==> src/rtl/cpu_control_sequencer_pkg.sv <==
// Shared definitions for the microcode sequencer of the 8-bit bus CPU.
// Contents:
//   - opcode constants (IR high nibble)
//   - control-word bit positions and one-hot masks
//   - CTRL_IDLE: nothing drives or loads the bus
//   - fetch words for T0 and T1, common to every opcode
//   - last_step(): last non-empty microstep of each opcode
// A control word is kept in pin polarity. Active-low strobes sit at 1 when
// idle, and ce/su sit at 0. XOR-ing CTRL_IDLE with a mask of strobes
// produces the word that asserts exactly those strobes.
package cpu_ctrl_pkg;

  localparam logic [3:0] OP_NOP = 4'h0;
  localparam logic [3:0] OP_LDA = 4'h1;
  localparam logic [3:0] OP_ADD = 4'h2;
  localparam logic [3:0] OP_SUB = 4'h3;
  localparam logic [3:0] OP_STA = 4'h4;
  localparam logic [3:0] OP_LDI = 4'h5;
  localparam logic [3:0] OP_JMP = 4'h6;
  localparam logic [3:0] OP_JC  = 4'h7;
  localparam logic [3:0] OP_JZ  = 4'h8;
  localparam logic [3:0] OP_OUT = 4'hE;
  localparam logic [3:0] OP_HLT = 4'hF;

  localparam int CTRL_W = 15;
  typedef logic [CTRL_W-1:0] ctrl_t;

  localparam int C_MI = 0;
  localparam int C_RI = 1;
  localparam int C_RO = 2;
  localparam int C_IO = 3;
  localparam int C_II = 4;
  localparam int C_AI = 5;
  localparam int C_AO = 6;
  localparam int C_EO = 7;
  localparam int C_SU = 8;
  localparam int C_BI = 9;
  localparam int C_OI = 10;
  localparam int C_CE = 11;
  localparam int C_CO = 12;
  localparam int C_J  = 13;
  localparam int C_FI = 14;

  localparam ctrl_t B_MI = ctrl_t'(1) << C_MI;
  localparam ctrl_t B_RI = ctrl_t'(1) << C_RI;
  localparam ctrl_t B_RO = ctrl_t'(1) << C_RO;
  localparam ctrl_t B_IO = ctrl_t'(1) << C_IO;
  localparam ctrl_t B_II = ctrl_t'(1) << C_II;
  localparam ctrl_t B_AI = ctrl_t'(1) << C_AI;
  localparam ctrl_t B_AO = ctrl_t'(1) << C_AO;
  localparam ctrl_t B_EO = ctrl_t'(1) << C_EO;
  localparam ctrl_t B_SU = ctrl_t'(1) << C_SU;
  localparam ctrl_t B_BI = ctrl_t'(1) << C_BI;
  localparam ctrl_t B_OI = ctrl_t'(1) << C_OI;
  localparam ctrl_t B_CE = ctrl_t'(1) << C_CE;
  localparam ctrl_t B_CO = ctrl_t'(1) << C_CO;
  localparam ctrl_t B_J  = ctrl_t'(1) << C_J;
  localparam ctrl_t B_FI = ctrl_t'(1) << C_FI;

  // Every strobe is active-low except ce and su.
  localparam ctrl_t CTRL_IDLE = ~(B_SU | B_CE);

  localparam ctrl_t FETCH_T0 = CTRL_IDLE ^ (B_CO | B_MI);
  localparam ctrl_t FETCH_T1 = CTRL_IDLE ^ (B_RO | B_II | B_CE);

  // Last microstep that can carry work for an opcode. Every opcode is at
  // least 2, so a restart never cuts into fetch. Conditional jumps report 2
  // whether or not they are taken.
  function automatic logic [2:0] last_step(input logic [3:0] op);
    logic [2:0] r;
    case (op)
      OP_LDA, OP_STA: r = 3'd3;
      OP_ADD, OP_SUB: r = 3'd4;
      default:        r = 3'd2;
    endcase
    return r;
  endfunction

endpackage

==> src/rtl/cpu_control_sequencer_step_counter.sv <==
// T-state step counter.
// Ports:
//   clk     rising-edge clock
//   clr_n   asynchronous active-low clear to 0
//   en      advance enable; the counter holds its value when en is low
//   restart when en is high, the next value is 0 instead of count+1
//   count   current step; wraps from STEPS-1 to 0
module step_counter #(
  parameter int STEPS = 5,
  parameter int W     = 3
) (
  input  logic         clk,
  input  logic         clr_n,
  input  logic         en,
  input  logic         restart,
  output logic [W-1:0] count
);

  logic [W-1:0] count_d;
  logic [W-1:0] count_q;

  always_comb begin
    count_d = count_q;
    if (en) begin
      if (restart || (count_q == W'(STEPS - 1))) begin
        count_d = '0;
      end else begin
        count_d = count_q + 1'b1;
      end
    end
  end

  always_ff @(posedge clk or negedge clr_n) begin
    if (!clr_n) begin
      count_q <= '0;
    end else begin
      count_q <= count_d;
    end
  end

  assign count = count_q;

endmodule

==> src/rtl/cpu_control_sequencer.sv <==
// Microcode sequencer for the 8-bit bus CPU.
// The block holds the T-state counter and a sticky halt flag. It decodes
// (step, opcode, carry, zero) into the control word that steers every bus
// stage. Control outputs are combinational. Consumers latch them at the
// rising edge that ends the current step.
// Ports:
//   clk, clr_n        clock and asynchronous active-low reset
//   step_en           gates counter advance (single-step / run)
//   opcode            IR high nibble
//   carry, zero       flags register outputs, used only by JC/JZ in T2
//   step              current T-state
//   hlt               halt, active-high, sticky until clr_n
//   mi_n .. fi_n, su, ce   control word (see cpu_ctrl_pkg for polarity)
module cpu_control_sequencer #(
  parameter int STEPS     = 5,
  parameter bit EARLY_END = 1'b1
) (
  input  logic       clk,
  input  logic       clr_n,
  input  logic       step_en,
  input  logic [3:0] opcode,
  input  logic       carry,
  input  logic       zero,
  output logic [2:0] step,
  output logic       hlt,
  output logic       mi_n,
  output logic       ri_n,
  output logic       ro_n,
  output logic       io_n,
  output logic       ii_n,
  output logic       ai_n,
  output logic       ao_n,
  output logic       eo_n,
  output logic       su,
  output logic       bi_n,
  output logic       oi_n,
  output logic       ce,
  output logic       co_n,
  output logic       j_n,
  output logic       fi_n
);

  import cpu_ctrl_pkg::*;

  localparam int STEP_W = $clog2(STEPS);

  logic [STEP_W-1:0] cnt;
  logic [2:0]        cur_step;
  logic              halted_d;
  logic              halted_q;
  logic              hlt_t2;
  logic              adv_en;
  logic              restart;
  ctrl_t             ctrl;

  assign cur_step = 3'(cnt);

  // HLT in T2 blocks the advance at the edge that sets halted, so the
  // counter freezes at 2 instead of restarting.
  assign hlt_t2  = clr_n && (cur_step == 3'd2) && (opcode == OP_HLT);
  assign adv_en  = step_en && !halted_q && !hlt_t2;
  assign restart = EARLY_END && (cur_step >= last_step(opcode));

  step_counter #(
    .STEPS (STEPS),
    .W     (STEP_W)
  ) u_step_counter (
    .clk     (clk),
    .clr_n   (clr_n),
    .en      (adv_en),
    .restart (restart),
    .count   (cnt)
  );

  always_comb begin
    halted_d = halted_q;
    if (step_en && hlt_t2) begin
      halted_d = 1'b1;
    end
  end

  always_ff @(posedge clk or negedge clr_n) begin
    if (!clr_n) begin
      halted_q <= 1'b0;
    end else begin
      halted_q <= halted_d;
    end
  end

  // Once halted, every strobe stays idle. A change on the IR nibble cannot
  // then disturb the bus.
  always_comb begin
    ctrl = CTRL_IDLE;
    if (clr_n && !halted_q) begin
      case (cur_step)
        3'd0: ctrl = FETCH_T0;
        3'd1: ctrl = FETCH_T1;
        3'd2: begin
          case (opcode)
            OP_LDA, OP_ADD, OP_SUB, OP_STA: ctrl = CTRL_IDLE ^ (B_IO | B_MI);
            OP_LDI: ctrl = CTRL_IDLE ^ (B_IO | B_AI);
            OP_JMP: ctrl = CTRL_IDLE ^ (B_IO | B_J);
            OP_JC:  if (carry) ctrl = CTRL_IDLE ^ (B_IO | B_J);
            OP_JZ:  if (zero)  ctrl = CTRL_IDLE ^ (B_IO | B_J);
            OP_OUT: ctrl = CTRL_IDLE ^ (B_AO | B_OI);
            default: ctrl = CTRL_IDLE;
          endcase
        end
        3'd3: begin
          case (opcode)
            OP_LDA:         ctrl = CTRL_IDLE ^ (B_RO | B_AI);
            OP_ADD, OP_SUB: ctrl = CTRL_IDLE ^ (B_RO | B_BI);
            OP_STA:         ctrl = CTRL_IDLE ^ (B_AO | B_RI);
            default:        ctrl = CTRL_IDLE;
          endcase
        end
        3'd4: begin
          case (opcode)
            OP_ADD:  ctrl = CTRL_IDLE ^ (B_EO | B_AI | B_FI);
            OP_SUB:  ctrl = CTRL_IDLE ^ (B_EO | B_AI | B_FI | B_SU);
            default: ctrl = CTRL_IDLE;
          endcase
        end
        default: ctrl = CTRL_IDLE;
      endcase
    end
  end

  assign step = cur_step;
  assign hlt  = clr_n && (halted_q || hlt_t2);
  assign mi_n = ctrl[C_MI];
  assign ri_n = ctrl[C_RI];
  assign ro_n = ctrl[C_RO];
  assign io_n = ctrl[C_IO];
  assign ii_n = ctrl[C_II];
  assign ai_n = ctrl[C_AI];
  assign ao_n = ctrl[C_AO];
  assign eo_n = ctrl[C_EO];
  assign su   = ctrl[C_SU];
  assign bi_n = ctrl[C_BI];
  assign oi_n = ctrl[C_OI];
  assign ce   = ctrl[C_CE];
  assign co_n = ctrl[C_CO];
  assign j_n  = ctrl[C_J];
  assign fi_n = ctrl[C_FI];

endmodule

==> config.mk <==
export PLATFORM = sky130hd
export DESIGN_NAME = cpu_control_sequencer
export DESIGN_NICKNAME = d
export VERILOG_FILES = /design/src/rtl/cpu_control_sequencer_pkg.sv /design/src/rtl/cpu_control_sequencer_step_counter.sv /design/src/rtl/cpu_control_sequencer.sv
export SDC_FILE = /design/constraint.sdc
export NUM_CORES = 1
export LEC_CHECK = 0
export BUFFER_PORTS_ARGS = -buffer_cell sky130_fd_sc_hd__buf_2
export CAP_MARGIN = 20
export CORE_UTILIZATION = 50
export CTS_CLUSTER_DIAMETER = 50
export DETAILED_ROUTE_END_ITERATION = 10
export GPL_ROUTABILITY_DRIVEN = 0
export PLACE_DENSITY_LB_ADDON = 0.12
export SETUP_SLACK_MARGIN = 0.2
export SYNTH_ARGS = -nofsm -noshare
export SYNTH_HDL_FRONTEND = slang
export SYNTH_HIERARCHICAL = 1
export SYNTH_SLANG_ARGS = --single-unit
==> constraint.sdc <==
create_clock -name clk -period 4.15 [get_ports clk]
set_input_delay 0.83 -clock clk [delete_from_list [all_inputs] [get_ports clk]]
set_output_delay 0.83 -clock clk [all_outputs]
set_load 0.005 [all_outputs]
==> impl_metrics.yaml <==
run_status:
  status: "finished clean"
power:
  ir_drop_uv: 468
  pwr-share-seq_pct: 29.8
  leakagePower_uw: 0.000402
  power.switching_uw: 160
  switching_share_pct: 44.8
  clkPwrFrac_pct: 13.6
  powerDensity_mw_per_mm2: 447
  p_int_uw: 197
  combinationalPowerShare_pct: 56.5
synth:
  synthFlopType: "dfrtp_1"
  ys_ff_latch: 4
  post-synth-top-count-cell: "nor2b_1"
  syn_inst: 81
  synth_warnings: 6
  synth_edf_count: 0
  synth-seq-area-share_pct: 14.8
  syn_area_per_cell_um2: 8.37
  synth_largest_area_cell: "dfrtp_1"
  syn_area_um2: 678
  synth_common_cells: "nor2b_1, inv_1, ha_1"
  async_reset_ff_share_pct: 100
  syn_nets: 95
  ys_types: 41
  synth_area_leaders: "dfrtp_1, ha_1, nor2b_1"
  synth_top_area_share_pct: 14.8
setup_path:
  cp_top_family: "simple AND/OR/NAND/NOR gates"
  cp_slowest_stage_delay_ns: 0.33
  critPathCaptureType: "output pin"
  crit_chain: "buf_2 > nor4b_4 > o211a_1 > o211ai_1 > buf_2"
  crit_slowest_cell: "nor4b_4"
  crit_top_cell: "buf_2"
  path_buf_inv: 2
  crit_fanout: 9
  cp.arrival_ns: 1.77
  critPathKind: "primary input to output pin"
  startpoint_type: "primary input"
  crit_required_ns: 3.32
global_routing:
  grt_pass1_wl_um: 2210
  grt_pass1_vias: 476
  gr-usage-all-layers_pct: 21.6
  grt-ovfl-total: 0
  antenna_found_initial: 0
  grt_max_degree: 16
place:
  dpl.hpwl_um: 1120
  io_buffers: 27
  preCtsSetupSlack_ns: 1.55
sta:
  finalMaxSlewViolations: 0
  rsz0062_at_grt: "no"
  tns_ns: 0
  fin_crit_sh_pct: 62.6
  skew_ns: 0.00634
  setup_viol: 0
  setup_ws_ns: 1.55
  clock.fmax_mhz: 385
  hold_violations: 0
  worstMarginPinSlew_ns: 0.438
  fin_crit_ns: 2.60
  slew_headroom_pct: 70.8
die:
  start_util_pct: 57.2
  dieArea_mm2: 0.00151
  die_x_um: 38.8
  ioPinCount: 28
  core_region_area_mm2: 0.00119
  placementRows: 12
  die_h_um: 38.8
route:
  routedWlPerCell_um: 12.3
  ant_nets: 0
  drc: 0
  routed_wl_um: 1450
  first_pass_iters: 3
  vias_per_cell: 5.42
  vias: 640
  drt_iter0_drc: 5
finish:
  drive_above_1_share_pct: 36.5
  fillerInstances: 109
  antenna_cells: 0
  seq_area_um2: 100
  fin_nets: 120
  multi_input_comb_area_um2: 497
  area_growth_pct: 17.7
cts:
  clkSlewWorstSetupHoldPaths_ns: 0.04
  htree_levels: 1
  clock_latency_ns: 0.24
  ctsLongestPathBuffers: 2
  cts_resized: 0
  cts_hold_buf: 0
  cts-buffers-inserted: 3
  cts-root-buf: "clkbuf_4"
  clkSinkCount: 4
  cts_tree: "yes"
  post_cts_buffers: 0
run:
  drv_cap: 0
worst_hold_path:
  hold_path_class: "primary input to async pin"
[metrics by stage]
stage          util (%)  power (uW)  instance area [um2]  cells  hold slack (ns)
4_1_cts            67.3         360                  798    118            0.408
5_1_grt            67.3         393                  798    118            0.417
2_1_floorplan         -         256                  678     81            0.534
6_report           67.3         357                  798    118            0.413
3_5_place_dp       65.4         309                  776    115            0.647
3_3_place_gp       65.4         303                  776    115            0.636
[power groups by stage]
| stage | clock, uW | sequential [uW] | combinational, uW |
|---|---|---|---|
| 2_1_floorplan | 0 | 84.0 | 172 |
| 3_3_place_gp | 0 | 107 | 195 |
| 3_5_place_dp | 0 | 107 | 201 |
| 4_1_cts | 51.0 | 107 | 202 |
| 5_1_grt | 53.4 | 112 | 227 |
| 6_report | 48.7 | 107 | 202 |
[layout by cell type (no fill, tap or decap), drive strengths merged, types with 4 or more instances in the layout]
cell type  instances
nor2b              7
nand2              4
nand2b             4
buf               27
ha                 5
dfrtp              4
inv                7
[cells by family (layout without fill, tap and decap cells)]
family / after synthesis / in the layout / share of synthesized area (%)
AO/OA/AOI/OAI: 17 / 17 / 18.5
XOR/XNOR: 2 / 2 / 2.58
adder cells (fa/ha/maj): 5 / 5 / 9.23
buffers and inverters: 14 / 37 / 12.0
flip-flops: 4 / 4 / 14.8
AND/OR/NAND/NOR: 39 / 39 / 43.0
[metal layers]
layer	GRT usage, %	part of all wire (%)	up-vias
li1	-	-	335
met1	34.0	52	282
met2	24.6	39	23
met3	11.0	9.0	0
met4	4.31	0	0
met5	0	0	-
[worst reg2reg max path: cells and delay by family, from the launching register on]
kind | cells | cell delay [ns]
and+or+nand+nor | 1 | 0.14
buffers and inverters | 1 | 0.09
adders and majority gates | 1 | 0.29
AOI/OAI and AO/OA | 4 | 0.76
DFF | 1 | 0.58
[final cells by class]
cell class	count	area share, %
clock buffers	3	2.82
inverters	7	3.29
well taps	14	2.19
flip-flops and latches	4	12.5
multi-input cells	63	62.2
repair buffers	27	16.9
[final timing paths]
path                                    startpoint                      end  slack (ns)  depth (start not counted)
max                                          clr_n                     io_n        1.55                          5
min reg2reg                               halted_q                 halted_q        0.65                          1
min                                          clr_n  u_step_counter/count[1]        0.41                          1
max in group asynchronous                    clr_n  u_step_counter/count[0]        3.58                          1
min in group clk                          halted_q                 halted_q        0.65                          1
max reg2reg                u_step_counter/count[0]  u_step_counter/count[2]        2.23                          7
[sequential cells by signal, indices dropped and copies added, names as in the netlist]
name	count
u_step_counter/count	3
halted_q	1
Power figures use the tool's default switching activity.
